===== src/rtl/sobel_window_gen.sv =====
// Streaming 3x3 window generator for a Sobel stage: two line buffers plus short
// per-row tap registers turn a raster pixel stream into interior-centre windows.
module sobel_window_gen #(
  parameter int IMG_W = 64,
  parameter int IMG_H = 64,
  parameter int PIX_W = 8,
  parameter int CNT_W = 7
) (
  input  logic                 clk,
  input  logic                 rst,
  input  logic                 in_valid,
  input  logic [PIX_W-1:0]     in_pixel,
  output logic                 out_valid,
  output logic [9*PIX_W-1:0]   out_window,
  output logic [CNT_W-1:0]     out_row,
  output logic [CNT_W-1:0]     out_col,
  output logic                 frame_done
);

  localparam int AW = (IMG_W > 1) ? $clog2(IMG_W) : 1;

  typedef enum logic [1:0] {
    IDLE = 2'd0,
    FILL = 2'd1,
    RUN  = 2'd2
  } state_t;

  state_t state_q, state_d;
  logic [CNT_W-1:0] r_q, r_d, c_q, c_d;
  logic [PIX_W-1:0] lb1_q [IMG_W];
  logic [PIX_W-1:0] lb2_q [IMG_W];
  // Index 0 holds column c-1, index 1 holds column c-2; column c comes straight from the buffers.
  logic [PIX_W-1:0] top_q [2];
  logic [PIX_W-1:0] mid_q [2];
  logic [PIX_W-1:0] bot_q [2];
  logic [PIX_W-1:0] lb1_rd, lb2_rd;
  logic [AW-1:0]    idx;
  logic             last_col, last_pix, emit, frame_end;
  logic             out_valid_q, frame_done_q;
  logic [9*PIX_W-1:0] out_window_q;
  logic [CNT_W-1:0] out_row_q, out_col_q;

  assign idx      = c_q[AW-1:0];
  assign lb1_rd   = lb1_q[idx];
  assign lb2_rd   = lb2_q[idx];
  assign last_col = (c_q == CNT_W'(IMG_W - 1));
  assign last_pix = last_col && (r_q == CNT_W'(IMG_H - 1));

  // Raster position of the next pixel to be accepted.
  always_comb begin
    r_d = r_q;
    c_d = c_q;
    if (in_valid) begin
      if (last_col) begin
        c_d = '0;
        r_d = last_pix ? '0 : r_q + CNT_W'(1);
      end else begin
        c_d = c_q + CNT_W'(1);
      end
    end else begin
      r_d = r_q;
    end
  end

  // Next-state logic: FILL covers rows 0 and 1, RUN the rows that can emit.
  always_comb begin
    state_d = state_q;
    case (state_q)
      IDLE: begin
        if (in_valid) state_d = FILL;
        else          state_d = IDLE;
      end
      FILL: begin
        if (in_valid && last_col && (r_q == CNT_W'(1))) state_d = RUN;
        else                                           state_d = FILL;
      end
      RUN: begin
        if (in_valid && last_pix) state_d = IDLE;
        else                      state_d = RUN;
      end
      default: state_d = IDLE;
    endcase
  end

  // Output decode: columns 0 and 1 never emit, so windows never straddle rows.
  always_comb begin
    emit      = 1'b0;
    frame_end = 1'b0;
    if (in_valid && (state_q == RUN) && (c_q >= CNT_W'(2))) begin
      emit      = 1'b1;
      frame_end = last_pix;
    end else begin
      emit      = 1'b0;
      frame_end = 1'b0;
    end
  end

  // State, counters, tap registers and registered outputs.
  always_ff @(posedge clk) begin
    if (rst) begin
      state_q      <= IDLE;
      r_q          <= '0;
      c_q          <= '0;
      top_q        <= '{default: '0};
      mid_q        <= '{default: '0};
      bot_q        <= '{default: '0};
      out_valid_q  <= 1'b0;
      frame_done_q <= 1'b0;
      out_window_q <= '0;
      out_row_q    <= '0;
      out_col_q    <= '0;
    end else begin
      state_q      <= state_d;
      r_q          <= r_d;
      c_q          <= c_d;
      out_valid_q  <= emit;
      frame_done_q <= frame_end;
      if (in_valid) begin
        top_q[1] <= top_q[0];
        top_q[0] <= lb2_rd;
        mid_q[1] <= mid_q[0];
        mid_q[0] <= lb1_rd;
        bot_q[1] <= bot_q[0];
        bot_q[0] <= in_pixel;
      end
      if (emit) begin
        out_window_q <= {in_pixel, bot_q[0], bot_q[1],
                         lb1_rd,   mid_q[0], mid_q[1],
                         lb2_rd,   top_q[0], top_q[1]};
        out_row_q    <= r_q - CNT_W'(1);
        out_col_q    <= c_q - CNT_W'(1);
      end
    end
  end

  // Line buffers are read before write and are deliberately not reset.
  always_ff @(posedge clk) begin
    if (in_valid) begin
      lb2_q[idx] <= lb1_rd;
      lb1_q[idx] <= in_pixel;
    end
  end

  assign out_valid  = out_valid_q;
  assign frame_done = frame_done_q;
  assign out_window = out_window_q;
  assign out_row    = out_row_q;
  assign out_col    = out_col_q;

endmodule


===== config.mk =====
export PLATFORM = sky130hd
export DESIGN_NAME = sobel_window_gen
export DESIGN_NICKNAME = d
export VERILOG_FILES = /design/src/rtl/sobel_window_gen.sv
export SDC_FILE = /design/constraint.sdc
export NUM_CORES = 1
export LEC_CHECK = 0
export ABC_AREA = 1
export CORE_UTILIZATION = 62
export CTS_CLUSTER_SIZE = 24
export DETAILED_ROUTE_END_ITERATION = 16
export PLACE_DENSITY = 0.79
export SYNTH_ARGS = -nofsm -noshare
export SYNTH_HDL_FRONTEND = slang
export SYNTH_SLANG_ARGS = --single-unit

===== constraint.sdc =====
create_clock -name clk -period 3 [get_ports clk]
set_input_delay 0.6 -clock clk [delete_from_list [all_inputs] [get_ports clk]]
set_output_delay 0.6 -clock clk [all_outputs]
set_load 0.005 [all_outputs]

# [After elaboration in Yosys (flattened, before gate mapping)]
# Memory sizes are Yosys's and may differ from the RTL's. A register that Yosys moved wholly into a read port is not among the register bits.
# Index checks and enable logic that the tools add are counted.
# Widths: inputs -> output; s select.
[classes] addsub=4 n_mul=0 n_div=0 magnitude_cmp=1 n_eq_ne=5 shift=0 muxes=13 bitwise_logic=1 n_reduce_logical=9
[ops] operator="$mux 6" n=4
[ops] operator="$add 7x1->7 const B" n=2
[ops] operator="$eq 7x6->1 const B" n=2
[ops] operator="$mux 7" n=2
[ops] operator="$sub 7x1->7 const B" n=2
[ops] operator="$eq 7x1->1 const B" n=1
[ops] operator="$ge 7x2->1 const B" n=1
[ops] operator="$logic_and 1x1->1" n=6
[ops] operator="$pmux 2 s3" n=1
[ops] operator="$mux 1" n=4
[ops] operator="$mux 2" n=2
[ops] operator="$eq 2x1->1 const B" n=1
[ops] operator="$eq 2x2->1 const B" n=1
[ops] operator="$logic_not 2->1" n=1
[ops] operator="$reduce_and 2->1" n=1
[ops] operator="$reduce_or 2->1" n=1
[ops] operator="$not 1->1" n=1
[word_totals] reg_bits=152 latch_bits=0 ramBits=1024 romBits=0 input_bits=11 out_inout_bits=88 wordCells=49 memories=2
[mem_list] name="lb1_q" depth=64 word_bits=8 rd=1 rd_clocked_by_memory_dff=1 write_ports=1 line_no="30" text="logic [PIX_W-1:0] lb1_q [IMG_W];"
[mem_list] name="lb2_q" depth=64 word_bits=8 rd=1 rd_clocked_by_memory_dff=1 write_ports=1 line_no="31" text="logic [PIX_W-1:0] lb2_q [IMG_W];"

# [Logic depth before layout (Yosys ltp)]
[logic_depth] ltp_word=5 mapped_depth=14 ltp_nobuf=11

# [Worst setup path before layout]
# Ideal clock, no wire load.
[synth_path] path_type="input to register" start="input port in_valid" end="memory lb1_q[31][0], enable pin" setup_ps=409 t_arrival_ps=2175 t_required_ps=2591 setup_slack_ps=416 path_stages=4 path_buffers=0 cell_sequence="nand2_1 -> nor2_1 -> clkinv_1 -> nor3_1"
[synth_between] elab_chain_len=2
[synth_lines] element="start: declaration" line_no="11" text="input logic in_valid,"
[synth_lines] element="$mux 1" line_no="138" text="if (in_valid) begin"
[synth_lines] element="$mux 1 (not written as such)" line_no="140" text="lb1_q[idx] <= in_pixel;"
[synth_lines] element="end: declaration" line_no="30"
# No other way between the ends.

==> flow_summary.json <==
{
  "coreArea_mm2": 0.07595,
  "synth_nets": 4250,
  "status": "finished clean",
  "syn_area_per_cell_um2": 11.23,
  "final_cells": 5510,
  "num_antenna_cells": 0,
  "synth.distinct_cells": 33,
  "layout_commonest_cell": "nand2_1",
  "track_usage": 0.3300,
  "layout-area-overhead-vs-synth_pct": 13.42,
  "grt_overflow": 0,
  "antenna_found_initial": 0,
  "cp-start-kind": "flop",
  "yosysWarnings": 0,
  "timing.final.crit_share": 0.9525,
  "hold_viol_final": 0,
  "fp.dieH_um": 279.0,
  "dpl_cell_area_mm2": 0.05027,
  "final_area_mm2": 0.05394,
  "worst_pin_slew_ps": 868.5,
  "cts_sinks": 1182,
  "grt_pass1_vias": 32520,
  "htree_levels": 3,
  "ant_nets": 0,
  "nets": 4403,
  "slew_headroom": 0.4210,
  "layout_common_cells": "nand2_1, edfxtp_1, nand3_1",
  "rsz0062_at_grt": "no",
  "synth_edf_count": 1024,
  "fmax_mhz": 350.0,
  "wl_per_cell_um": 23.10,
  "hpwl_um": 76970,
  "grt_pass1_wl_um": 192400,
  "routed_via_density": 6.094,
  "cts-root-buf": "clkbuf_16",
  "post-cts-setup-buffers": 0,
  "path_clk_slew_ps": 60,
  "grt_max_degree": 89,
  "worst-endpoint-required_ps": 3480,
  "syn_inst": 4233,
  "setup_tns_ps": 0,
  "fin_hold_ws_ps": 183.1,
  "drive_gt1_frac": 0.09107,
  "setup_viol": 0,
  "cts_buffers": 113,
  "drt_first_iter_violations": 4594,
  "critPathArrivalTime_ps": 3330,
  "rows": 101,
  "min_period_ps": 2858,
  "dr.pass1.iters": 8,
  "worstSetupPathType": "flop to flop",
  "p_per_area_mw_per_mm2": 651.4,
  "gp_congestion": 0.9107,
  "synth_seq_cells": 1182,
  "min_path_type": "input port to flop",
  "wl_um": 127300,
  "io_pins": 99,
  "cts.path.max_buffers": 3,
  "drc": 0,
  "port_buffers": 98,
  "dieArea_mm2": 0.07781,
  "leakagePower_nw": 19.96,
  "drv_slew": 0,
  "drv_cap": 0,
  "synth_area_mm2": 0.04756,
  "vdd_drop_max_uv": 751.6,
  "clock_skew_ps": 32.11,
  "dp.cells": 5301,
  "vias": 33580,
  "die_w_um": 279.0,
  "clock_latency_ps": 700,
  "p_total_w": 0.03514,
  "ys_async_sr_fraction": 0,
  "synth_seq_area_share": 0.7131,
  "synth_flop_cell": "edfxtp_1",
  "initial_core_util": 0.6262,
  "worst-path-max-fanout": 64,
  "crit_path_end_kind": "flop",
  "cts_tree": "yes"
}
## what timing repair did
item,4_1_cts,5_1_grt
resized for setup,0,2
endpoints found under the setup margin,0,44
hold buffers,0,0
## routing by layer
layer / share of wire / track usage
met1: 0.36 / 0.4312
met2: 0.47 / 0.5250
met3: 0.11 / 0.07112
met4: 0.053 / 0.1693
met5: 0 / 0
## cell families after synthesis
kind of cell | after synthesis | synth area share
xor+xnor | 7 | 0.001289
flops | 1182 | 0.7131
simple gates | 2496 | 0.2222
buf+inv | 355 | 0.04167
fa+ha+maj | 6 | 0.001579
compound gates | 187 | 0.02015
## worst max-delay path: stages (launching register included)
cell,delay [ps]
dfxtp_4,520
buf_12,280
buf_4,350
nand2_1,100
nand3_1,100
nand3_1,80
nand2_1,100
nand2_1,50
nand3_1,200
nand3_1,330
nand2_2,180
buf_12,270
## worst paths after layout
| kind | start | end | slack (ps) | cells past startpoint |
|---|---|---|---|---|
| worst max-delay path | flop | lb2_q[54][4]$_DFFE_PP_ | 140 | 11 |
| worst min-delay path | in_pixel[6] | lb1_q[6][6]$_DFFE_PP_ | 180 | 1 |
| worst max register to register | flop | lb2_q[54][4]$_DFFE_PP_ | 140 | 11 |
| worst min register to register | out_window[29]$_SDFFE_PP0P_ | out_window[29]$_SDFFE_PP0P_ | 480 | 2 |
## metrics by stage
step,utilization,worst slack [ps]
final,0.7102,142.5
after global routing,0.7102,53.29
after CTS,0.7101,89.37
after detailed placement,0.6619,180.3
after global placement,0.6619,207.0
after floorplan,-,416.0
## layout make-up
class                      instances  area [um2]
clock buffer                     149        3099
clock inverter                    60       561.8
fill                            4900       22010
inverter                          86       350.3
multi-input combinational       2696       11690
sequential                      1182       33930
tap                             1030        1289
timing repair buffer             307        3022
## where the power goes
part	leakage, nW	switching [W]	total [W]	internal, W
sequential	10.5	0.0000537	0.0182	0.0182
clock	1.79	0.00600	0.0140	0.00803
combinational	7.67	0.00211	0.00287	0.000765
## cells in the mapped netlist, types with 3 or more instances
library cell  count  share of area
edfxtp_1       1024           0.65
nand3_1         914          0.096
nor3_1           10         0.0011
nand2_2           3        0.00039
inv_2             8        0.00063
dfxtp_1         158          0.067
nand2_1        1373           0.11
xor2_1            5        0.00092
a21oi_1          68         0.0072
clkbuf_1         51         0.0040
buf_6            54          0.013
ha_1              6         0.0016
buf_2           141          0.015
nor2_1          189          0.015
inv_1            76         0.0060
a31oi_1           3        0.00039
buf_4            13         0.0021
buf_1             9        0.00071
o21ai_0         109          0.011
## registers in the layout, summed over array words and instances, names as in the netlist, named ones only
| signal | count |
|---|---|
| c_q | 7 |
| lb2_q | 512 |
| r_q | 7 |
| out_valid | 1 |
| out_col | 7 |
| frame_done | 1 |
| bot_q | 16 |
| lb1_q | 512 |
| out_row | 7 |
| mid_q | 16 |
| state_q | 2 |
| out_window | 72 |
| top_q | 16 |
Note: power is estimated with default switching activity, not from simulation.
